[config.mk]
export PLATFORM = sky130hd
export DESIGN_NAME = booth_seq_multiplier
export DESIGN_NICKNAME = d
export VERILOG_FILES = /design/src/rtl/booth_pkg.sv /design/src/rtl/booth_step_unit.sv /design/src/rtl/booth_seq_multiplier.sv
export SDC_FILE = /design/constraint.sdc
export NUM_CORES = 1
export LEC_CHECK = 0
export ABC_AREA = 1
export CAP_MARGIN = 10
export CORE_ASPECT_RATIO = 0.8
export CORE_MARGIN = 4
export CORE_UTILIZATION = 43
export DETAILED_ROUTE_END_ITERATION = 8
export GPL_TIMING_DRIVEN = 0
export MAX_ROUTING_LAYER = met4
export REMOVE_ABC_BUFFERS = 1
export SLEW_MARGIN = 15
export SYNTH_ARGS = -nofsm -noshare
export SYNTH_HDL_FRONTEND = slang
export SYNTH_HIERARCHICAL = 1
export SYNTH_SLANG_ARGS = --single-unit
[constraint.sdc]
create_clock -name clk -period 2.3 [get_ports clk]
set_input_delay 0.23 -clock clk [delete_from_list [all_inputs] [get_ports clk]]
set_output_delay 0.23 -clock clk [all_outputs]
set_load 0.01 [all_outputs]
[src/rtl/booth_pkg.sv]
// Shared definitions for the sequential radix-2 Booth multiplier.
// Optional feature macro: BOOTH_ZERO_BYPASS_EN (see booth_seq_multiplier.sv).
package booth_pkg;

    // Operand width used when the parent does not override WIDTH
    localparam int BOOTH_DEFAULT_WIDTH = 32;

    // Encodings of {Q[0], Q_1} that trigger an add or a subtract
    localparam logic [1:0] BOOTH_ADD = 2'b01;
    localparam logic [1:0] BOOTH_SUB = 2'b10;

    // Controller states
    typedef enum logic [1:0] {
        IDLE = 2'd0,
        RUN  = 2'd1,
        DONE = 2'd2
    } booth_state_e;

endpackage

[src/rtl/booth_step_unit.sv]
// One combinational radix-2 Booth iteration: add/subtract M into A, then
// arithmetic shift right of {A, Q, Q_1}.
module booth_step_unit
    import booth_pkg::*;
#(
    parameter int WIDTH = BOOTH_DEFAULT_WIDTH
) (
    input  logic [WIDTH-1:0] acc_i,
    input  logic [WIDTH-1:0] mplier_i,
    input  logic [WIDTH-1:0] mcand_i,
    input  logic             qMinus1_i,
    output logic [WIDTH-1:0] acc_o,
    output logic [WIDTH-1:0] mplier_o,
    output logic             qMinus1_o
);

    logic [WIDTH:0] accExt;
    logic [WIDTH:0] mcandExt;
    logic [WIDTH:0] sumExt;

    // The sum is formed one bit wider than A so that A-M with M at the most
    // negative value keeps its true sign; the shift then brings it back to
    // WIDTH bits without loss, and any carry beyond that bit is dropped.
    always_comb begin
        accExt   = {acc_i[WIDTH-1], acc_i};
        mcandExt = {mcand_i[WIDTH-1], mcand_i};
        case ({mplier_i[0], qMinus1_i})
            BOOTH_ADD: sumExt = accExt + mcandExt;
            BOOTH_SUB: sumExt = accExt + ~mcandExt + (WIDTH+1)'(1);
            default:   sumExt = accExt;
        endcase
        acc_o     = sumExt[WIDTH:1];
        mplier_o  = {sumExt[0], mplier_i[WIDTH-1:1]};
        qMinus1_o = mplier_i[0];
    end

endmodule

[src/rtl/booth_seq_multiplier.sv]
// Sequential radix-2 Booth multiplier controller with start/done handshake.
// Owns the A, Q, M, Q_1 registers and the iteration counter; one
// booth_step_unit performs each iteration.
// Optional feature macro: BOOTH_ZERO_BYPASS_EN -- when defined, a zero
// operand skips the iterations and completes one cycle after accept.
module booth_seq_multiplier
    import booth_pkg::*;
#(
    parameter int WIDTH = BOOTH_DEFAULT_WIDTH,
    localparam int CNT_W = $clog2(WIDTH + 1)
) (
    input  logic               clk,
    input  logic               rst_n,
    input  logic               start,
    input  logic [WIDTH-1:0]   multiplicand,
    input  logic [WIDTH-1:0]   multiplier,
    output logic               ready,
    output logic               busy,
    output logic               done,
    output logic [2*WIDTH-1:0] product
);

    booth_state_e       state_q;
    logic [WIDTH-1:0]   acc_q;
    logic [WIDTH-1:0]   mplier_q;
    logic [WIDTH-1:0]   mcand_q;
    logic               qMinus1_q;
    logic [CNT_W-1:0]   count_q;
    logic [2*WIDTH-1:0] product_q;
    logic               done_q;
    logic               busy_q;
    logic               ready_q;

    logic [WIDTH-1:0]   acc_d;
    logic [WIDTH-1:0]   mplier_d;
    logic               qMinus1_d;
    logic               zeroOperand;

`ifdef BOOTH_ZERO_BYPASS_EN
    assign zeroOperand = (multiplicand == '0) || (multiplier == '0);
`else
    assign zeroOperand = 1'b0;
`endif

    booth_step_unit #(
        .WIDTH(WIDTH)
    ) stepUnit (
        .acc_i     (acc_q),
        .mplier_i  (mplier_q),
        .mcand_i   (mcand_q),
        .qMinus1_i (qMinus1_q),
        .acc_o     (acc_d),
        .mplier_o  (mplier_d),
        .qMinus1_o (qMinus1_d)
    );

    // Controller FSM: accept in IDLE/DONE, iterate WIDTH times in RUN, pulse done
    always_ff @(posedge clk or negedge rst_n) begin
        if (!rst_n) begin
            state_q   <= IDLE;
            acc_q     <= '0;
            mplier_q  <= '0;
            mcand_q   <= '0;
            qMinus1_q <= 1'b0;
            count_q   <= '0;
            product_q <= '0;
            done_q    <= 1'b0;
            busy_q    <= 1'b0;
            ready_q   <= 1'b1;
        end else begin
            case (state_q)
                IDLE, DONE: begin
                    done_q <= 1'b0;
                    if (start) begin
                        mcand_q   <= multiplicand;
                        qMinus1_q <= 1'b0;
                        acc_q     <= '0;
                        count_q   <= CNT_W'(WIDTH);
                        if (zeroOperand) begin
                            mplier_q  <= '0;
                            product_q <= '0;
                            done_q    <= 1'b1;
                            state_q   <= DONE;
                        end else begin
                            mplier_q <= multiplier;
                            busy_q   <= 1'b1;
                            ready_q  <= 1'b0;
                            state_q  <= RUN;
                        end
                    end else begin
                        state_q <= IDLE;
                    end
                end
                RUN: begin
                    acc_q     <= acc_d;
                    mplier_q  <= mplier_d;
                    qMinus1_q <= qMinus1_d;
                    count_q   <= count_q - CNT_W'(1);
                    if (count_q == CNT_W'(1)) begin
                        product_q <= {acc_d, mplier_d};
                        done_q    <= 1'b1;
                        busy_q    <= 1'b0;
                        ready_q   <= 1'b1;
                        state_q   <= DONE;
                    end
                end
                default: begin
                    state_q <= IDLE;
                end
            endcase
        end
    end

    assign ready   = ready_q;
    assign busy    = busy_q;
    assign done    = done_q;
    assign product = product_q;

endmodule
After elaboration in Yosys (flattened, before gate mapping)
Index checks and enable logic that the tools add are counted.
{"block": "op_classes", "addsub": 4, "eq_ne": 7, "mux": 18, "bitwise_logic": 1, "n_reduce_logical": 8}
{"cell": "case mux 32 bit (2 select lines)", "count": 2}
{"cell": "case mux 33 bit (2 select lines)", "count": 1}
{"cell": "2-to-1 mux 32 bit", "count": 2}
{"cell": "adder 32 x 32 -> 33 bit", "count": 1}
{"cell": "adder 33 x 1 -> 33 bit, second input constant", "count": 1}
{"cell": "adder 33 bit", "count": 1}
{"cell": "NOT 33 bit", "count": 1}
{"cell": "case mux 6 bit (2 select lines)", "count": 1}
{"cell": "case mux 1 bit (2 select lines)", "count": 4}
{"cell": "AND reduction 2 bit", "count": 4}
{"cell": "equality test 6 x 1 -> 1 bit, second input constant", "count": 1}
{"cell": "2-to-1 mux 6 bit", "count": 1}
{"cell": "subtractor 6 x 1 -> 6 bit, second input constant", "count": 1}
{"cell": "2-to-1 mux 1 bit", "count": 5}
{"cell": "equality test 2 x 1 -> 1 bit, second input constant", "count": 2}
{"cell": "equality test 2 bit, second input constant", "count": 2}
{"cell": "inequality test 2 bit, second input constant", "count": 2}
{"cell": "case mux 2 bit (2 select lines)", "count": 1}
{"cell": "AND reduction 3 bit", "count": 1}
{"cell": "zero test 2 bit", "count": 1}
{"cell": "2-to-1 mux 2 bit", "count": 1}
{"cell": "nonzero test 2 bit", "count": 1}
{"cell": "OR reduction 2 bit", "count": 1}
{"block": "word_totals", "ff_bits": 172, "inputBits": 67, "out_inout_bits": 67}

Depth between registers and ports, before layout
{"block": "depth", "word_depth": 5, "mapped_depth": 20}

Hierarchy
Netlist, hierarchy kept.
{"mod": "booth_seq_multiplier", "n_inst": 1, "cells_per_inst": 751, "area_each_um2": 6742.7, "seq_area_each_um2": 4305.4}
{"mod": "booth_step_unit", "n_inst": 1, "cells_per_inst": 1273, "area_each_um2": 6437.4, "seq_area_each_um2": 0.0}

Least setup slack after synthesis
No wires, ideal clock.
{"block": "synth_path", "path_type": "register -> register", "start": "register acc_q[0]", "end": "register acc_q[23]", "arrival_ns": 2.001, "path_slack_ns": 0.216, "stages_incl_launch_ff": 19, "n_path_buf": 0, "path_cell_list": "dfrtp_1 -> inv_1 -> ha_1 -> fa_1 -> inv_1 -> nand3_1 -> nand3_1 -> nand2_1 -> nand2_2 -> nand2_1 -> nand2_2 -> nand2_1 -> nand3_1 -> nand3_1 -> nand2_1 -> nand2_1 -> nand2_1 -> inv_1 -> o21ai_0"}
{"block": "synth_via", "elab_chain_cells": 4, "elab_cells_between_ends": 5, "classes_between": "3 x add/sub; 2 x mux"}
{"item": "from (decl)", "line_no": "booth_seq_multiplier.sv:24", "text": "logic [WIDTH-1:0] acc_q;"}
{"item": "from (signal assigned)", "line_no": "booth_seq_multiplier.sv:61", "text": "acc_q <= '0;"}
{"item": "from (signal assigned)", "line_no": "booth_seq_multiplier.sv:77", "text": "acc_q <= '0;"}
{"item": "from (signal assigned)", "line_no": "booth_seq_multiplier.sv:95", "text": "acc_q <= acc_d;"}
{"item": "adder 33 bit", "line_no": "booth_step_unit.sv:29", "text": "BOOTH_SUB: sumExt = accExt + ~mcandExt + (WIDTH+1)'(1);"}
{"item": "adder 33 x 1 -> 33 bit", "line_no": "booth_step_unit.sv:29"}
{"item": "case mux 33 bit (2 select lines) *", "line_no": "booth_step_unit.sv:27", "text": "case ({mplier_i[0], qMinus1_i})"}
{"item": "via acc_d[23]", "line_no": "booth_seq_multiplier.sv:34", "text": "logic [WIDTH-1:0] acc_d;"}
{"item": "case mux 32 bit (2 select lines) *", "line_no": "booth_seq_multiplier.sv:71", "text": "case (state_q)"}
The timed path passes the listed nets; every way through them passes the cells marked *.
A chain may end at the register's enable or synchronous reset.

Final worst setup path
{"block": "layout_path", "start": "register mcand_q[0]", "end": "register product_q[61] (netlist: product[61])"}
{"block": "layout_via", "elab_chain_cells": 4, "elab_cells_between_ends": 5, "classes_between": "3 x add/sub; 1 x mux; 1 x bitwise"}
{"item": "from (decl)", "line_no": "booth_seq_multiplier.sv:26", "text": "logic [WIDTH-1:0] mcand_q;"}
{"item": "from (signal assigned)", "line_no": "booth_seq_multiplier.sv:75", "text": "mcand_q <= multiplicand;"}
{"item": "NOT 33 bit", "line_no": "booth_step_unit.sv:29"}
{"item": "adder 33 bit", "line_no": "booth_step_unit.sv:29"}
{"item": "adder 33 x 1 -> 33 bit", "line_no": "booth_step_unit.sv:29"}
{"item": "case mux 33 bit (2 select lines) *", "line_no": "booth_step_unit.sv:27"}
{"item": "via acc_d[29]", "line_no": "booth_seq_multiplier.sv:34"}
{"item": "to (signal assigned)", "line_no": "booth_seq_multiplier.sv:100", "text": "product_q <= {acc_d, mplier_d};"}
{"item": "to (decl)", "line_no": "booth_seq_multiplier.sv:29", "text": "logic [2*WIDTH-1:0] product_q;"}
Marks and branches as above.

==> impl_metrics.ini <==
[timing]
worst_pin_slew_ns = 0.808
setup_violations = 0
rsz0062_at_grt = true
slew_headroom_pct = 46.1
drv_slew = 0
finalHoldViolCount = 0
fmax_mhz = 437
setup_slack_ns = 0.0118
fin_crit_ns = 2.29
fin_worst_skew_ns = 0.0228
fin_crit_sh_pct = 99.5

[clocking]
cts_sinks = 172
cts_root_buf = clkbuf_16
cts_buffer_depth = 2
cts_tree = built
clk-insertion-delay-late_ns = 0.46
cts_max_level = 4
path_clk_slew_ns = 0.09
cts_buffers = 17

[critical_path]
cp_slowest_stage_delay_ns = 0.43
critPathArrivalTime_ns = 2.60
cp-start-kind = flop
worstPathCellList = ha_4, inv_2, fa_2, inv_2, nand3_4, nand3_4, nand2_4, nand3_4, nand2_2, nand2_1, nand2_1, nand3_1, nand2_2, nand2_1, nand2_1, inv_2, o21ai_1
r2r_start = mcand_q[0]$_DFFE_PN0P_
crit_path_end_kind = flop
cp_slowest_cell = dfrtp_2
cp.buffers_inverters = 3
crit_type = reg -> reg
startpoint = mcand_q[0]$_DFFE_PN0P_
required_ns = 2.61
path_max_fanout = 4
cp_top_family = simple AND/OR/NAND/NOR gates
cp_common_cell = nand2_1

[global_routing]
grt_max_degree = 100
grt_pass1_vias = 11642
gr-total-overflow = 0
antenna_found_initial = 0
grt.total_usage_pct = 25.0
grt_use_met2_pct = 35.1
grt_use_met1_pct = 37.4
gr-usage-met3_pct = 5.10
grt_pass1_wl_um = 64100
grt_busiest_layer = met1

[yosys]
avgSynthCellArea_um2 = 6.51
synth_edf_count = 0
async_flop_share_pct = 100
ys_ff_latch = 172
dominantRegCellSynth = dfrtp_1
ys_types = 37
ys_seq_area_share_pct = 32.7
yosys_warnings = 6
syn_area_um2 = 13200
postSynthCellCount = 2024

[placement]
place_ws_ns = -0.780
gp_congestion = 0.955
hpwl_um = 29300
dp_cells = 2461
portBuffers = 133

[power]
cellPowerDensity_nw_per_um2 = 1750
ir_drop_v = 0.000609
finalPower_mw = 29.5
p_leak_nw = 8.56

[routing]
drtPass1Iterations = 6
vias = 12702
drt_iter0_markers = 989
ant_nets = 0
drc = 0
wire_per_inst_um = 16.7
avgViaCountPerCell = 4.94
drt-total-wl_um = 43000

[layout]
area_growth_pct = 28.2
antennaDiodeCount = 0
drive_gt1_share_pct = 23.2
layout.nets = 2285
final_cell_count_no_fill = 2573

[die]
rows = 57
io_pins = 134
die_w_um = 204
die_h_um = 165
initial_core_util_pct = 43.5
core-area_um2 = 30300
dieArea_um2 = 33500

[flow_run]
max-cap-violations = 0

[hold_path]
hold_path.class = in -> reg
hp-start = multiplicand[25]

[status]
outcome = complete, no violations
worst register-to-register path, stage by stage (launching register included):
cell	delay (ns)
dfrtp_2	0.43
ha_4	0.16
inv_2	0.03
fa_2	0.38
inv_2	0.11
nand3_4	0.09
nand3_4	0.12
nand2_4	0.07
nand3_4	0.12
nand2_2	0.07
nand2_1	0.06
nand2_1	0.04
nand3_1	0.08
nand2_2	0.10
nand2_1	0.09
nand2_1	0.07
inv_2	0.06
o21ai_1	0.05
layer usage:
metal / vias up / wire length, um / part of all wire (%)
met5: - / 0 / 0
met4: 0 / 690 / 1.6
met3: 38 / 2990 / 7.0
met2: 343 / 17700 / 41
met1: 5961 / 21600 / 50
li1: 6360 / - / -
cell usage after synthesis, types with 2 or more instances:
| cell type | n | area (um2) |
|---|---|---|
| o22ai_1 | 2 | 12.5 |
| nor2_1 | 90 | 338 |
| buf_4 | 50 | 375 |
| nand4_1 | 8 | 50.1 |
| a21oi_1 | 60 | 300 |
| ha_1 | 68 | 851 |
| o21ai_1 | 6 | 30.0 |
| o21bai_1 | 4 | 30.0 |
| nand3_2 | 7 | 70.1 |
| nor3_1 | 7 | 35.0 |
| inv_2 | 25 | 93.8 |
| nor2_2 | 24 | 150 |
| a21oi_4 | 2 | 32.5 |
| nor2_4 | 10 | 113 |
| fa_1 | 2 | 40.0 |
| a31oi_1 | 12 | 75.1 |
| nand2_1 | 838 | 3150 |
| buf_2 | 19 | 95.1 |
| nor3_2 | 5 | 50.1 |
| nand2_4 | 6 | 67.6 |
| dfrtp_1 | 171 | 4280 |
| buf_6 | 26 | 293 |
| nand2_2 | 30 | 188 |
| and2_1 | 3 | 18.8 |
| clkbuf_1 | 16 | 60.1 |
| o21ai_0 | 96 | 480 |
| clkinv_1 | 4 | 15.0 |
| nand3_1 | 130 | 651 |
| inv_1 | 291 | 1090 |
| a21oi_2 | 5 | 43.8 |
where the power goes:
| group | internal, mW | switching (mW) |
|---|---|---|
| clock | 1.64 | 1.41 |
| sequential | 4.31 | 1.11 |
| combinational | 8.13 | 12.9 |
cell families after synthesis:
family / count (synthesis) / share of synthesized area (%)
and+or+nand+nor: 1160 / 37.3
buffers and inverters: 432 / 15.4
AOI/OAI and AO/OA: 190 / 7.89
DFF: 172 / 32.7
adders and majority gates: 70 / 6.76
metrics by stage:
step,hold WS [ns],setup TNS [ns],utilization (%),cell area (um2)
2_1_floorplan,-0.0656,-3.49,-,12400
3_3_place_gp,0.457,-1359.97,46.9,14200
3_5_place_dp,0.293,-48.94,47.2,14300
4_1_cts,0.275,-0.202,51.5,15600
5_1_grt,0.286,-2.28,55.8,16900
6_report,0.291,0,55.8,16900
cells in the final DEF, fill, tap and decap left out, drive strengths merged, types with 20 or more instances in the layout:
cell / count
nand2: 875
inv: 322
dfrtp: 171
nand3: 137
clkdlybuf4s50: 132
nor2: 125
o21ai: 103
buf: 82
ha: 68
a21oi: 67
clkbuf: 20
registers in the layout, summed over array words and instances (netlist names):
name,count
acc_q,32
busy,1
count_q,6
done,1
mcand_q,32
mplier_q,32
product,64
qMinus1_q,1
ready,1
state_q,2
worst paths after layout:
path / endpoint / slack, ns / depth (start not counted)
worst max-delay path: product[61]$_DFFE_PN0P_ / 0.01 / 17
worst min-delay path: mcand_q[25]$_DFFE_PN0P_ / 0.29 / 3
worst max register to register: product[61]$_DFFE_PN0P_ / 0.01 / 17
worst min register to register: ready$_DFFE_PN1P_ / 0.47 / 2
max in group asynchronous: mplier_q[5]$_DFFE_PN0P_ / 1.02 / 3
min in group asynchronous: acc_q[5]$_DFFE_PN0P_ / 0.38 / 2
cell type report:
type                            count  area [um2]
Fill cell                        2985       13400
Multi-Input combinational cell   1421        8120
Sequential cell                   172        4320
Timing Repair Buffer              216        2110
Inverter                          320        1240
Tap cell                          413         517
Clock buffer                       19         433
Clock inverter                     12         151
repair_timing:
| action | CTS | global route |
|---|---|---|
| hold endpoints to repair | 84 | 0 |
| cloned | 0 | 1 |
| setup buffers | 20 | 59 |
| hold buffers | 1 | 0 |
| endpoints found under the setup margin | 99 | 80 |
| gates resized for setup | 120 | 302 |
| pin swaps | 19 | 110 |
Note: power is estimated with default switching activity, not from simulation.
